===== config.mk =====
export PLATFORM = sky130hd
export DESIGN_NAME = mlp_frame_loader_flat
export DESIGN_NICKNAME = d
export VERILOG_FILES = /design/src/rtl/mlp_frame_loader_if.sv /design/src/rtl/mlp_frame_loader.sv /design/src/flat_wrapper.sv
export SDC_FILE = /design/constraint.sdc
export NUM_CORES = 1
export LEC_CHECK = 0
export CORE_AREA = 2 2 84 86
export CTS_CLUSTER_SIZE = 25
export DETAILED_ROUTE_END_ITERATION = 6
export DIE_AREA = 0 0 86 88
export GPL_ROUTABILITY_DRIVEN = 0
export PLACE_DENSITY = 0.71
export SLEW_MARGIN = 20
export SYNTH_ARGS = -nofsm -noshare
export SYNTH_HDL_FRONTEND = slang
export SYNTH_SLANG_ARGS = --single-unit

===== constraint.sdc =====
create_clock -name clk -period 1.9 [get_ports clk]
set_input_delay 0.38 -clock clk [delete_from_list [all_inputs] [get_ports clk]]
set_output_delay 0.38 -clock clk [all_outputs]
set_load 0.01 [all_outputs]

===== src/rtl/mlp_frame_loader_if.sv =====
`default_nettype none
// ============================================================================
// mlp_frame_loader_if : feature-beat stream and result handshake bundle
// Rev 1.0
// ============================================================================
interface mlp_frame_loader_if #(
    parameter int WIDTH_A  = 4,
    parameter int OUTWIDTH = 2
);
    logic                feat_valid;
    logic                feat_ready;
    logic [WIDTH_A-1:0]  feat_data;
    logic                feat_last;
    logic                res_valid;
    logic                res_ready;
    logic [OUTWIDTH-1:0] res_class;
    logic                res_err;

    // Loader side
    modport slave (
        input  feat_valid, feat_data, feat_last, res_ready,
        output feat_ready, res_valid, res_class, res_err
    );

    // Sample source / result sink side
    modport master (
        output feat_valid, feat_data, feat_last, res_ready,
        input  feat_ready, res_valid, res_class, res_err
    );
endinterface
`default_nettype wire


===== src/rtl/mlp_frame_loader.sv =====
`default_nettype none
// ============================================================================
// mlp_frame_loader : packs NUM_A feature beats into the classifier bus,
// waits SETTLE cycles, captures the class and returns it on a handshake.
// Rev 1.0
// ============================================================================
module mlp_frame_loader #(
    parameter int NUM_A    = 10,
    parameter int WIDTH_A  = 4,
    parameter int OUTWIDTH = 2,
    parameter int SETTLE   = 2
) (
    input  logic                       clk,
    input  logic                       rst_n,
    mlp_frame_loader_if.slave          bus,
    output logic [NUM_A*WIDTH_A-1:0]   inp_o,
    input  logic [OUTWIDTH-1:0]        out_i,
    output logic                       busy_o
);
    localparam int IDX_W = (NUM_A > 1) ? $clog2(NUM_A) : 1;
    localparam logic [IDX_W-1:0] c_LAST_IDX = IDX_W'(NUM_A - 1);
    localparam logic [7:0]       c_CNT_INIT = 8'(SETTLE - 1);

    localparam logic [1:0] S_LOAD = 2'd0;
    localparam logic [1:0] S_WAIT = 2'd1;
    localparam logic [1:0] S_RESP = 2'd2;

    logic [1:0]          state_q, state_d;
    logic [IDX_W-1:0]    idx_q, idx_d;
    logic [7:0]          cnt_q, cnt_d;
    logic [OUTWIDTH-1:0] cls_q, cls_d;
    logic                err_q, err_d;
    logic                rv_q, rv_d;
    logic [WIDTH_A-1:0]  slot_q [NUM_A];

    logic w_ready;
    logic w_accept;
    logic w_last_idx;
    logic w_handshake;

    assign w_ready     = (state_q == S_LOAD);
    assign w_accept    = bus.feat_valid && w_ready;
    assign w_last_idx  = (idx_q == c_LAST_IDX);
    assign w_handshake = rv_q && bus.res_ready;

    assign bus.feat_ready = w_ready;
    assign bus.res_valid  = rv_q;
    assign bus.res_class  = cls_q;
    assign bus.res_err    = err_q;
    assign busy_o         = (state_q == S_WAIT) || (state_q == S_RESP);

    always_comb begin
        state_d = state_q;
        idx_d   = idx_q;
        cnt_d   = cnt_q;
        cls_d   = cls_q;
        err_d   = err_q;
        rv_d    = rv_q;
        case (state_q)
            S_LOAD: begin
                if (w_accept) begin
                    // Beat count defines the frame; feat_last is only cross-checked.
                    if (bus.feat_last != w_last_idx) err_d = 1'b1;
                    if (w_last_idx) begin
                        state_d = S_WAIT;
                        cnt_d   = c_CNT_INIT;
                        idx_d   = '0;
                    end else begin
                        idx_d = idx_q + 1'b1;
                    end
                end
            end
            S_WAIT: begin
                if (cnt_q == 8'd0) begin
                    cls_d   = out_i;
                    rv_d    = 1'b1;
                    state_d = S_RESP;
                end else begin
                    cnt_d = cnt_q - 1'b1;
                end
            end
            S_RESP: begin
                if (w_handshake) begin
                    rv_d    = 1'b0;
                    err_d   = 1'b0;
                    state_d = S_LOAD;
                end
            end
            default: state_d = S_LOAD;
        endcase
    end

    always_ff @(posedge clk or negedge rst_n) begin
        if (!rst_n) begin
            state_q <= S_LOAD;
            idx_q   <= '0;
            cnt_q   <= '0;
            cls_q   <= '0;
            err_q   <= 1'b0;
            rv_q    <= 1'b0;
        end else begin
            state_q <= state_d;
            idx_q   <= idx_d;
            cnt_q   <= cnt_d;
            cls_q   <= cls_d;
            err_q   <= err_d;
            rv_q    <= rv_d;
        end
    end

    // Slots are never cleared between frames; each is rewritten before the next WAIT.
    for (genvar g = 0; g < NUM_A; g++) begin : g_slot
        always_ff @(posedge clk or negedge rst_n) begin
            if (!rst_n) begin
                slot_q[g] <= '0;
            end else if (w_accept && (idx_q == IDX_W'(g))) begin
                slot_q[g] <= bus.feat_data;
            end
        end
        assign inp_o[g*WIDTH_A +: WIDTH_A] = slot_q[g];
    end
endmodule
`default_nettype wire


===== src/flat_wrapper.sv =====
// flat-port wrapper written by rule: the top's interface ports become plain ports
module mlp_frame_loader_flat 
#(
    parameter int NUM_A    = 10,
    parameter int WIDTH_A  = 4,
    parameter int OUTWIDTH = 2,
    parameter int SETTLE   = 2
)
  (clk, rst_n, inp_o, out_i, busy_o, bus_feat_valid, bus_feat_data, bus_feat_last, bus_res_ready, bus_feat_ready, bus_res_valid, bus_res_class, bus_res_err);
  mlp_frame_loader_if #(.WIDTH_A(WIDTH_A), .OUTWIDTH(OUTWIDTH)) bus_i ();
  input  logic clk;
  input  logic rst_n;
  output logic [NUM_A*WIDTH_A-1:0] inp_o;
  input  logic [OUTWIDTH-1:0] out_i;
  output logic busy_o;
  input wire logic [$bits(bus_i.feat_valid)-1:0] bus_feat_valid;
  input wire logic [$bits(bus_i.feat_data)-1:0] bus_feat_data;
  input wire logic [$bits(bus_i.feat_last)-1:0] bus_feat_last;
  input wire logic [$bits(bus_i.res_ready)-1:0] bus_res_ready;
  output wire logic [$bits(bus_i.feat_ready)-1:0] bus_feat_ready;
  output wire logic [$bits(bus_i.res_valid)-1:0] bus_res_valid;
  output wire logic [$bits(bus_i.res_class)-1:0] bus_res_class;
  output wire logic [$bits(bus_i.res_err)-1:0] bus_res_err;
  assign bus_i.feat_valid = bus_feat_valid;
  assign bus_i.feat_data = bus_feat_data;
  assign bus_i.feat_last = bus_feat_last;
  assign bus_i.res_ready = bus_res_ready;
  assign bus_feat_ready = bus_i.feat_ready;
  assign bus_res_valid = bus_i.res_valid;
  assign bus_res_class = bus_i.res_class;
  assign bus_res_err = bus_i.res_err;
  mlp_frame_loader #(.NUM_A(NUM_A), .WIDTH_A(WIDTH_A), .OUTWIDTH(OUTWIDTH), .SETTLE(SETTLE)) u_core (.clk(clk), .rst_n(rst_n), .bus(bus_i), .inp_o(inp_o), .out_i(out_i), .busy_o(busy_o));
endmodule

# Yosys cells after proc, flatten, opt, wreduce, memory -nomap -nowiden
# Index checks and enable logic that the tools add are counted.
word_totals:
  ff_bits: 58
  in_bits: 11
  output_inout_bits: 46
  wordCells: 77
classes:
  n_addsub: 2
  eq_ne: 18
  n_mux: 16
  n_reduce_logical: 25
op_table:
  columns: ["op", "n"]
  rows:
  - ["8-bit 2-to-1 mux", 3]
  - ["4-bit by 3-bit == test with 1-bit output (second input constant)", 4]
  - ["8-bit one-hot mux with 2 select lines", 1]
  - ["1-bit logical AND", 12]
  - ["4-bit AND reduction", 3]
  - ["2-bit inequality test (second input constant)", 5]
  - ["4-bit by 2-bit == test with 1-bit output (second input constant)", 2]
  - ["4-bit == test (second input constant)", 2]
  - ["8-bit logical NOT", 1]
  - ["2-bit 2-to-1 mux", 4]
  - ["8-bit by 1-bit subtractor with 8-bit output (second input constant)", 1]
  - ["2-bit one-hot mux with 3 select lines", 1]
  - ["2-bit nonzero test", 3]
  - ["4-bit by 1-bit adder with 4-bit output (second input constant)", 1]
  - ["4-bit by 1-bit == test with 1-bit output (second input constant)", 1]
  - ["4-bit logical NOT", 1]
  - ["1-bit 2-to-1 mux", 4]
  - ["4-bit 2-to-1 mux", 1]
  - ["1-bit one-hot mux with 2 select lines", 2]
  - ["2-bit AND reduction", 2]
  - ["3-bit AND reduction", 1]
  - ["2-bit by 1-bit == test with 1-bit output (second input constant)", 1]
  - ["2-bit == test (second input constant)", 1]
  - ["2-bit logical NOT", 1]
  - ["3 further kinds", 3]

# Depth between registers and ports, before layout
# Gate-level depths: netlist (run 1).
depth:
  ltp_word: 5
  mapped_depth: 8

# Worst setup path before layout (run 1)
# Ideal clock, no wire load.
synth_path:
  kind: "register to register"
  start: "register u_core.state_q[0]"
  end: "register u_core.slot_q (netlist bit u_core.inp_o[16])"
  arrival_time_ps: 1895
  setup_slack_ps: -123
  path_stages_with_launch: 8
  path_buffers: 1
  period_less_slack_ps: 2023
  cell_sequence: "dfrtp_1 -> inv_1 -> ha_1 -> and2_1 -> buf_2 -> nand3b_1 -> or3_1 -> mux2_1"
synth_via:
  elab_chain_cells: 3
synth_lines:
  columns: ["element", "line_no", "text"]
  rows:
  - ["from (decl)", "mlp_frame_loader.sv:28", "logic [1:0] state_q, state_d;"]
  - ["from (signal assigned)", "mlp_frame_loader.sv:102", "state_q <= state_d;"]
  - ["2-bit logical NOT", "mlp_frame_loader.sv:41", "assign w_ready = (state_q == S_LOAD);"]
  - ["named net bus_feat_ready", "flat_wrapper.sv:20", "output wire logic [$bits(bus_i.feat_ready)-1:0] bus_feat_ready;"]
  - ["1-bit logical AND", "mlp_frame_loader.sv:42", "assign w_accept = bus.feat_valid && w_ready;"]
  - ["1-bit logical AND", "mlp_frame_loader.sv:116", "end else if (w_accept && (idx_q == IDX_W'(g))) begin"]
  - ["to (signal, indexed assignment)", "mlp_frame_loader.sv:117", "slot_q[g] <= bus.feat_data;"]
  - ["to (decl)", "mlp_frame_loader.sv:34", "logic [WIDTH_A-1:0] slot_q [NUM_A];"]
# The timed path passes the listed nets, and every way through them passes these cells.
# A chain may end at the register's enable or synchronous reset.

# Worst setup path in the final report (run 1)
layout_path:
  start: "register u_core.state_q[1]"
  end: "register u_core.slot_q (netlist bit u_core.inp_o[19])"
layout_via:
  elab_chain_cells: 3
layout_lines:
  columns: ["element", "line_no"]
  rows:
  - ["2-bit logical NOT", "mlp_frame_loader.sv:41"]
  - ["1-bit logical AND", "mlp_frame_loader.sv:42"]
  - ["1-bit logical AND", "mlp_frame_loader.sv:116"]
# No other way between the ends.

==> metrics, run 1 <==
status completed; Adder-Cell Fraction of Synth Area 0.02378; die height 88 µm; initial antenna violation count 0; Worst Setup Path Type flip-flop to flip-flop; Sink Count 58; IO Port Bufs 56; Post-synth top cells dfrtp_1, mux2_2, mux2_1, nand2_1; global-route wire length before repair 9.252 mm; Crit path required time 2110 ps; Clk Latency, worst-skew pair 330 ps; # IOs 57; maximum fanout along the worst path 4; via count 1939; Mapped Nets 224; clk root buf clkbuf_8; CTS tree built; largest net degree at the start of global routing 59; Worst Tran Pin Value 482.7 ps; Final ANT Viol Nets 0; RSZ-0062 raised after global routing yes; clk buf depth 2; most common cell in the netlist dfrtp_1; TritonCTS Buffers 9; number of antenna diodes 0; Clock transition at path regs 60 ps; area fraction in compound gates after synthesis 0.07038; async set-reset flop share out of synthesis 1.000; Syn Area/Cell 12.65 µm²; share of layout cells above drive strength 1 0.2784; final layout net count 304; Yosys cell types 46; # DRC 0; 1st-iter DRT viols 65; cell taking the most area after synthesis dfrtp_1; Synth Area in XOR/XNOR 0.01331; Total GRT Usage 0.1585; Final Cycle Share 0.9741; share of the synthesized area in the top cell type 0.5516; total grt overflow 0; crit path launch u_core.state_q[1]$_DFFE_PN0P_; Layout fillers 589; post-synthesis mux area share 0.1835; VDD IR max 847.3 µV; Pwr Total 5853 µW; sequential cell area 1451 µm²; worst slack at placement -362.7 ps; area of the multi-input gates 1159 µm²; WP data arrival 2070 ps; DR pass1 iterations 4; H-Tree Level Count 3; Detailed Route WL 5.580 mm; Post-Synth Simple-Gate Area 0.1322; clk_skew 5.316 ps; fin crit period 1851 ps; sequential element share of the synthesized area 0.5516; number of synthesized register bits 58; leakage power 0.001608 µW; Core Rows 30; synth warn 0; DIE AREA 7568 µm²; f_max 540.3 MHz; Crit Reg-Reg Startpoint u_core.state_q[1]$_DFFE_PN0P_; Die Wd 86 µm; Placed Instances 354; number of global-route vias before repair 1884; routed vias/inst 5.226; headroom to the max-slew limit 0.6782; Final Hold Vio Count 0; Syn Inst Count 208; largest family of logic cells by synthesized area multiplexers; ys flop type dfrtp_1; Non-Filler Instances 371; Core Box Area 6644 µm²; Initial Utilization 0.3960; pwr dens 1597 nW/µm²; HP Class primary input to asynchronous set/reset pin; # setup viols final 0; Post-Syn Area 2631 µm²; Max-Cap Viols 0; Final HPWL DP 3.766 mm; Post-synth EDFFs 0; Area growth syn-to-layout 39.28%; CP Capture Type flip-flop; Setup TNS 0 ps; crit path setup slack, layout 49.19 ps; ranking of synthesized cells by area dfrtp_1, mux2_2, mux2_1, ha_1, or4_1; Setup crit start kind flip-flop; number of hold buffers added after cts 0; fin util 0.5516; Final Max Tran Viols 0; WL/cell 15.04 µm
==> cell usage in the layout, fill, tap and decap left out, types with 5 or more instances in the layout <==
| master | instances |
|---|---|
| dfrtp_1 | 58 |
| clkdlybuf4s50_1 | 52 |
| mux2_2 | 29 |
| buf_4 | 22 |
| mux2_1 | 12 |
| clkbuf_8 | 11 |
| nand2_1 | 10 |
| nor2_1 | 6 |
| or4_1 | 6 |
| nand3_1 | 5 |
==> cell families after synthesis <==
| group | count (synthesis) |
|---|---|
| flip-flops | 58 |
| AND/OR/NAND/NOR | 56 |
| buffers and inverters | 16 |
| XOR/XNOR | 4 |
| adder cells (fa/ha/maj) | 5 |
| multiplexers | 43 |
| AO/OA/AOI/OAI | 26 |
==> final timing paths <==
path / slack (ps) / to / cells past startpoint
min in group clk: 480 / u_core.bus.res_class[0]$_DFFE_PN0P_ / 1
max: 50 / u_core.inp_o[19]$_DFFE_PN0P_ / 6
min reg2reg: 480 / u_core.bus.res_class[0]$_DFFE_PN0P_ / 1
max in group asynchronous: 1590 / u_core.inp_o[38]$_DFFE_PN0P_ / 2
min: 30 / u_core.inp_o[22]$_DFFE_PN0P_ / 2
max reg2reg: 50 / u_core.inp_o[19]$_DFFE_PN0P_ / 6
==> where the power goes <==
group	switching, µW	total [µW]	internal, µW
logic	1050	2580	1530
clock network	456	1110	657
registers	368	2170	1800
total	1870	5850	3980
==> state kept, by name, summed over array words and instances (netlist names) <==
name                  cells
u_core.cnt_q              8
u_core.state_q            2
u_core.bus.res_valid      1
u_core.inp_o             40
u_core.idx_q              4
u_core.bus.res_err        1
u_core.bus.res_class      2
==> cell type report <==
| type | count | share of cell area |
|---|---|---|
| clock buffers | 11 | 0.04131 |
| clock inverters | 3 | 0.01093 |
| inverters | 6 | 0.006145 |
| multi-input cells | 134 | 0.3161 |
| flip-flops and latches | 58 | 0.3960 |
| well taps | 80 | 0.02731 |
| repair buffers | 79 | 0.2021 |
==> critical path: stages (launching register included) <==
cell	delay, ps
dfrtp_1	390
inv_2	90
ha_4	140
and2_4	160
nand3b_1	180
or3_4	470
mux2_1	320
==> metrics by stage <==
step	cell area, µm²	hold WS, ps
after global placement	3423	403.6
after floorplan	2649	84.41
after CTS	3622	42.36
after detailed placement	3423	408.5
final	3665	34.37
after global routing	3665	43.27
==> per-layer routing <==
metal / track usage / vias to the layer above / routed length [µm]
met2: 0.2311 / 50 / 2554
met5: 0 / - / 0
met4: 0.06926 / 0 / 81
met1: 0.2191 / 970 / 2677
li1: - / 914 / -
met3: 0.04807 / 5 / 267
==> repair_timing <==
item,in CTS,in global routing
endpoints found under the setup margin,13,20
buffers inserted,0,3
pin swaps,0,4
gates resized for setup,5,8
(Power assumes the default switching activity.)
==> inputs of run 2 (changes only) <==
- CTS_CLUSTER_SIZE: 25 -> unset
- PLACE_DENSITY: 0.71 -> 0.69
- clock period: 1.9 -> 2.1 ns (I/O delays scaled with it)
==> run 2 against run 1 <==
Critical path depth shrank 3. Clock power increased by 4%. Register-to-register slack gained 150 ps. Critical path type is now flip-flop to primary output. Setup slack gained 63 ps. Sequential power down 9.7%. Total power decreased by 7.9%. Critical endpoint is now busy_o. Sequential cell count stayed put. Die area unchanged. Wire length grew 1.2%.
==> metrics, run 2 (synthesis results as in run 1) <==
TritonCTS Buffers 9 (unchanged); Top Metal Used met4 (unchanged); Non-Filler Instances 371 (unchanged); clk_skew 4.595 ps (was 5.316 ps); crit path launch u_core.state_q[1]$_DFFE_PN0P_ (unchanged); DIE AREA 7568 µm² (unchanged); H-Tree Level Count 3 (unchanged); Detailed Route WL 5.646 mm (was 5.580 mm); number of global-route vias before repair 1973 (was 1884); Final Hold Vio Count 0 (unchanged); via count 1927 (was 1939); # DRC 0 (unchanged); die height 88 µm (unchanged); f_max 503.0 MHz; clk root buf clkbuf_8 (unchanged); Pwr Total 5388 µW (was 5853 µW); number of hold buffers added after cts 0 (unchanged); share of layout cells above drive strength 1 0.2405 (was 0.2784); Core Box Area 6644 µm² (unchanged); Clock transition at path regs 70 ps (was 60 ps); Sink Count 58 (unchanged); commonest non-fill, non-tap cell in the layout dfrtp_1 (unchanged); fin util 0.5456 (was 0.5516); WP data arrival 1570 ps (was 2070 ps); pwr dens 1487 nW/µm² (was 1597 nW/µm²); smallest hold slack 90.37 ps (was 34.37 ps); WL met3 312 µm (was 267 µm); Final Max Tran Viols 0 (unchanged); largest net degree at the start of global routing 28 (was 59); Total GRT Usage 0.1621 (was 0.1585); status completed (unchanged); global-route wire length before repair 9.501 mm (was 9.252 mm); clk buf depth 2 (unchanged); Max-Cap Viols 0 (unchanged); RSZ-0062 raised after global routing no (was yes); max reg flops 40 (unchanged); Worst Setup Path Type flip-flop to primary output (was flip-flop to flip-flop); CP Capture Type primary output (was flip-flop); post-CTS setup buffers 0 (unchanged); CTS tree built (unchanged); maximum fanout along the worst path 3 (was 4); met1 WL 2.708 mm (was 2.677 mm); WL/cell 15.22 µm (was 15.04 µm); 1st-iter DRT viols 86 (was 65); commonest cells after routing, fill and taps aside dfrtp_1, clkdlybuf4s50_1, mux2_2, buf_4, mux2_1 (unchanged); Placed Instances 355 (was 354); Clk Latency, worst-skew pair 330 ps (about the same); Die Wd 86 µm (unchanged); Final ANT Viol Nets 0 (unchanged); Crit Reg-Reg Startpoint u_core.state_q[0]$_DFFE_PN0P_ (was u_core.state_q[1]$_DFFE_PN0P_); leakage power 0.001569 µW (was 0.001608 µW); VDD IR max 709.9 µV (was 847.3 µV); total grt overflow 0 (unchanged); Final Cycle Share 0.9466; Met2 Routed Length 2.549 mm (was 2.554 mm); Final HPWL DP 3.977 mm (was 3.766 mm); IO Port Bufs 56 (unchanged); HP Class primary input to asynchronous set/reset pin (unchanged); # IOs 57 (unchanged); Worst Tran Pin Value 601.0 ps (was 482.7 ps); final layout net count 302 (was 304); Area growth syn-to-layout 37.76% (was 39.28%); routed vias/inst 5.194 (was 5.226); Core Rows 30 (unchanged); initial antenna violation count 0 (unchanged); DP Area 3401 µm² (was 3423 µm²); headroom to the max-slew limit 0.5993 (was 0.6782); Initial Utilization 0.3960 (unchanged); number of antenna diodes 0 (unchanged); Crit path required time 1680 ps (was 2110 ps); # setup viols final 0 (unchanged); design area 3625 µm² (was 3665 µm²); Setup crit start kind flip-flop (unchanged); DR pass1 iterations 4 (unchanged); fin crit period 1988 ps
[run 2: worst paths after layout]
kind / slack (ps) / end / cells past startpoint
setup reg to reg: 200 / u_core.inp_o[19]$_DFFE_PN0P_ / 6
hold reg to reg: 490 / u_core.bus.res_class[1]$_DFFE_PN0P_ / 1
setup / recovery: 110 / busy_o / 3
hold / removal: 90 / u_core.bus.res_class[0]$_DFFE_PN0P_ / 1
max in group asynchronous: 1300 / u_core.inp_o[20]$_DFFE_PN0P_ / 2
min in group clk: 490 / u_core.bus.res_class[1]$_DFFE_PN0P_ / 1
[run 2: critical path, stage by stage (launching register included)]
cell	delay (ps)
dfrtp_1	370
inv_1	70
ha_1	270
clkdlybuf4s50_1	530
[run 2: metal layers]
| metal | global-route usage | vias up |
|---|---|---|
| li1 | - | 917 |
| met1 | 0.2141 | 959 |
| met2 | 0.2452 | 44 |
| met3 | 0.05561 | 7 |
| met4 | 0.06638 | 0 |
| met5 | 0 | - |
[run 2: layout make-up]
type | count | area [µm²]
clock buffer | 12 | 145.1
clock inverter | 4 | 75.07
fill | 591 | 3019
inverter | 6 | 22.52
multi-input combinational | 134 | 1115
sequential | 58 | 1451
tap | 80 | 100.1
timing repair buffer | 77 | 715.7
[run 2: report_power, final]
group	internal [µW]	leakage, µW	total, µW	switching (µW)
Clock	702	0.000103	1150	449
Sequential	1630	0.000720	1960	337
Combinational	1340	0.000746	2280	932
Total	3670	0.00157	5390	1720
[run 2: repair_timing]
action                                  CTS  global route
endpoints found under the setup margin    0             8
endpoints found under the hold margin     0             0
gates resized for setup                   0             2
[run 2: stage by stage]
step / setup TNS, ps / setup WS (ps)
after CTS: 0 / 9.486
after global routing: 0 / 33.87
after floorplan: 0 / 77.02
after global placement: -1103 / -105.2
after detailed placement: -1308 / -131.5
final: 0 / 112.1
==> inputs of run 3 (changes only) <==
- ABC_AREA: unset -> 1
- CORE_AREA: 2 2 84 86 -> 2 2 94 96
- DIE_AREA: 0 0 86 88 -> 0 0 96 98
- PLACE_DENSITY: 0.69 -> 0.56
==> run 3 against run 2 <==
Fmax decreased by 1.5%. Synthesized cell count increased by 38%. Total power about the same. Die area is 24% higher. Critical path depth unchanged. Via count is 7.4% higher. Setup slack got worse by 30 ps. Clock power barely moved. Clock skew rose by 4.6 ps. Non-clock buffer count decreased by 17. Cell count is 26% higher. Core utilization down 14 points. Highest routed layer unchanged.
==> metrics, run 3 <==
Total GRT Usage 0.1345 (was 0.1621); sequential cell area 1451 µm² (unchanged); Clock transition at path regs 70 ps (about the same); Clk Latency, worst-skew pair 330 ps (about the same); fin crit period 2018 ps (was 1988 ps); WP data arrival 1600 ps (was 1570 ps); Yosys cell types 21 (was 46); Post-Syn Area 2514 µm² (was 2631 µm²); DR pass1 iterations 4 (unchanged); pwr dens 1551 nW/µm² (was 1487 nW/µm²); Detailed Route WL 5.911 mm (was 5.646 mm); headroom to the max-slew limit 0.7562 (was 0.5993); Core Rows 34 (was 30); commonest non-fill, non-tap cell in the layout nand2_1 (was dfrtp_1); DIE AREA 9408 µm² (was 7568 µm²); total grt overflow 0 (unchanged); # DRC 0 (unchanged); Initial Utilization 0.2969 (was 0.3960); clk_skew 9.172 ps (was 4.595 ps); Pwr Total 5386 µW (was 5388 µW); ys flop type dfrtp_1 (unchanged); Crit Reg-Reg Startpoint u_core.state_q[1]$_DFFE_PN0P_ (was u_core.state_q[0]$_DFFE_PN0P_); Post-synth EDFFs 0 (unchanged); maximum fanout along the worst path 3 (unchanged); Mapped Nets 302 (was 224); f_max 495.6 MHz (was 503.0 MHz); RSZ-0062 raised after global routing no (unchanged); most common cell in the netlist nand2_1 (was dfrtp_1); largest net degree at the start of global routing 51 (was 28); Slowest cell on crit path clkdlybuf4s50_1 (unchanged); Final Cycle Share 0.9608 (was 0.9466); Net Sw Power 1907 µW (was 1718 µW); initial antenna violation count 0 (unchanged); R2R depth 9 (was 6); number of synthesized register bits 58 (unchanged); HP Class primary input to asynchronous set/reset pin (unchanged); share of layout cells above drive strength 1 0.07799 (was 0.2405); Final ANT Viol Nets 0 (unchanged); worst r2r dst u_core.cnt_q[7]$_DFFE_PN0P_ (was u_core.inp_o[19]$_DFFE_PN0P_); r2r setup slk 360 ps (was 200 ps); smallest hold slack 473.1 ps (was 90.37 ps); clock network fraction of design power 0.216 (was 0.213); fin util 0.4103 (was 0.5456); Worst Tran Pin Value 365.2 ps (was 601.0 ps); Internal Pwr Total 3479 µW (was 3671 µW); met2 Usage GRT 0.1896 (was 0.2452); global-route wire length before repair 9.860 mm (was 9.501 mm); Post-synth top cells nand2_1, dfrtp_1, o21ai_0, inv_1 (was dfrtp_1, mux2_2, mux2_1, nand2_1); share of the synthesized area in the top cell type 0.5774 (was 0.5516); Syn Inst Count 286 (was 208); async set-reset flop share out of synthesis 1.000 (unchanged); sequential element share of the synthesized area 0.5774 (was 0.5516); CTS tree built (unchanged); Sw Share 0.3541 (was 0.3188); Worst Setup Path Type flip-flop to primary output (unchanged); max reg flops 40 (unchanged); Die Wd 96 µm (was 86 µm); crit path launch u_core.state_q[1]$_DFFE_PN0P_ (unchanged); Final HPWL DP 4.137 mm (was 3.977 mm); met1 track utilization from global routing 0.1903 (was 0.2141); CP Capture Type primary output (unchanged); commonest cells after routing, fill and taps aside nand2_1, dfrtp_1, clkdlybuf4s50_1, o21ai_0, inv_1 (was dfrtp_1, clkdlybuf4s50_1, mux2_2, buf_4, mux2_1); clk buf depth 2 (unchanged); Sink Count 58 (unchanged); met3 Use GR 0.04861 (was 0.05561); combinational share of power 0.431 (was 0.422); VDD IR max 609.2 µV (was 709.9 µV); # setup viols final 0 (unchanged); via count 2069 (was 1927); Syn Area/Cell 8.789 µm² (was 12.65 µm²); H-Tree Level Count 3 (unchanged); Final Max Tran Viols 0 (unchanged); clk root buf clkbuf_8 (unchanged); Crit path required time 1680 ps (about the same); status completed (unchanged); Max-Cap Viols 0 (unchanged); final layout net count 371 (was 302); Layout fillers 872 (was 591); number of global-route vias before repair 2028 (was 1973); Sequential Power Share 0.353 (was 0.364); cell taking the most area after synthesis dfrtp_1 (unchanged); crit path cell chain inv_1, ha_4, clkdlybuf4s50_1 (was inv_1, ha_1, clkdlybuf4s50_1); TritonCTS Buffers 9 (unchanged); Area growth syn-to-layout 38.18% (was 37.76%); number of antenna diodes 0 (unchanged); post-CTS setup buffers 0 (unchanged); routed vias/inst 4.430 (was 5.194); # IOs 57 (unchanged); die height 98 µm (was 88 µm); Final Hold Vio Count 0 (unchanged); IO Port Bufs 56 (unchanged); slowest stage delay, CP 520 ps (was 530 ps); Setup crit start kind flip-flop (unchanged); leakage power 0.001630 µW (was 0.001569 µW); Setup TNS 0 ps (unchanged); ranking of synthesized cells by area dfrtp_1, nand2_1, o21ai_0, inv_1, nand3_1 (was dfrtp_1, mux2_2, mux2_1, ha_1, or4_1); area of the multi-input gates 954.7 µm² (was 1115 µm²); 1st-iter DRT viols 68 (was 86); grt peak-use layer met1 (was met2); WL/cell 12.66 µm (was 15.22 µm); Core Box Area 8466 µm² (was 6644 µm²); synth warn 0 (unchanged)
[run 3: power by group through the flow]
stage          clock, µW  sequential, µW  combinational, µW
2_1_floorplan          0            2050               1010
3_3_place_gp           0            1910               2280
3_5_place_dp           0            1920               2300
4_1_cts             1200            1910               2320
5_1_grt             1240            1970               2600
6_report            1160            1900               2320
[run 3: cell families (layout without fill, tap and decap cells)]
logic type / after synthesis / in the layout / synth area share
adders and majority gates: 5 / 5 / 0.02489
AOI/OAI and AO/OA: 57 / 57 / 0.1200
buffers and inverters: 30 / 103 / 0.04778
and+or+nand+nor: 132 / 132 / 0.2160
xor gates and xnor gates: 4 / 4 / 0.01394
DFF: 58 / 58 / 0.5774
[run 3: stage by stage]
step                worst slack [ps]  instances  cell area (µm²)
floorplan                      392.7        286             2514
global placement               186.2        451             3224
detailed placement             131.2        451             3224
CTS                            22.01        467             3463
global route                   21.53        467             3473
finish                         82.26        467             3473
[run 3: timing repair]
| item | CTS | global route |
|---|---|---|
| hold endpoints to repair | 8 | 0 |
| gates resized for setup | 1 | 1 |
| endpoints found under the setup margin | 1 | 2 |
| hold buffers | 1 | 0 |
[run 3: worst max path at each step]
stage,endpoint,slack [ps]
global placement,u_core.cnt_q[7]$_DFFE_PN0P_,190
detailed placement,u_core.cnt_q[3]$_DFFE_PN0P_,130
finish,busy_o,80
global route,bus_feat_ready,20
floorplan,u_core.cnt_q[3]$_DFFE_PN0P_,390
CTS,bus_feat_ready,20
[run 3: metal layers]
layer / up-vias / part of all wire
li1: 1054 / -
met1: 941 / 0.49
met2: 63 / 0.44
met3: 11 / 0.060
met4: 0 / 0.014
met5: - / 0
[run 3: area by class of cell]
class,count,share of cell area
Clock inverter,4,0.02161
Multi-Input combinational cell,198,0.2749
Sequential cell,58,0.4179
Tap cell,108,0.03891
Inverter,28,0.03026
Clock buffer,11,0.04359
Timing Repair Buffer,60,0.1729
[run 3: worst max-delay path: cells and delay by family (launching register included)]
family     cells  cell delay [ps]
buf+inv        2              620
flops          1              380
fa+ha+maj      1              280
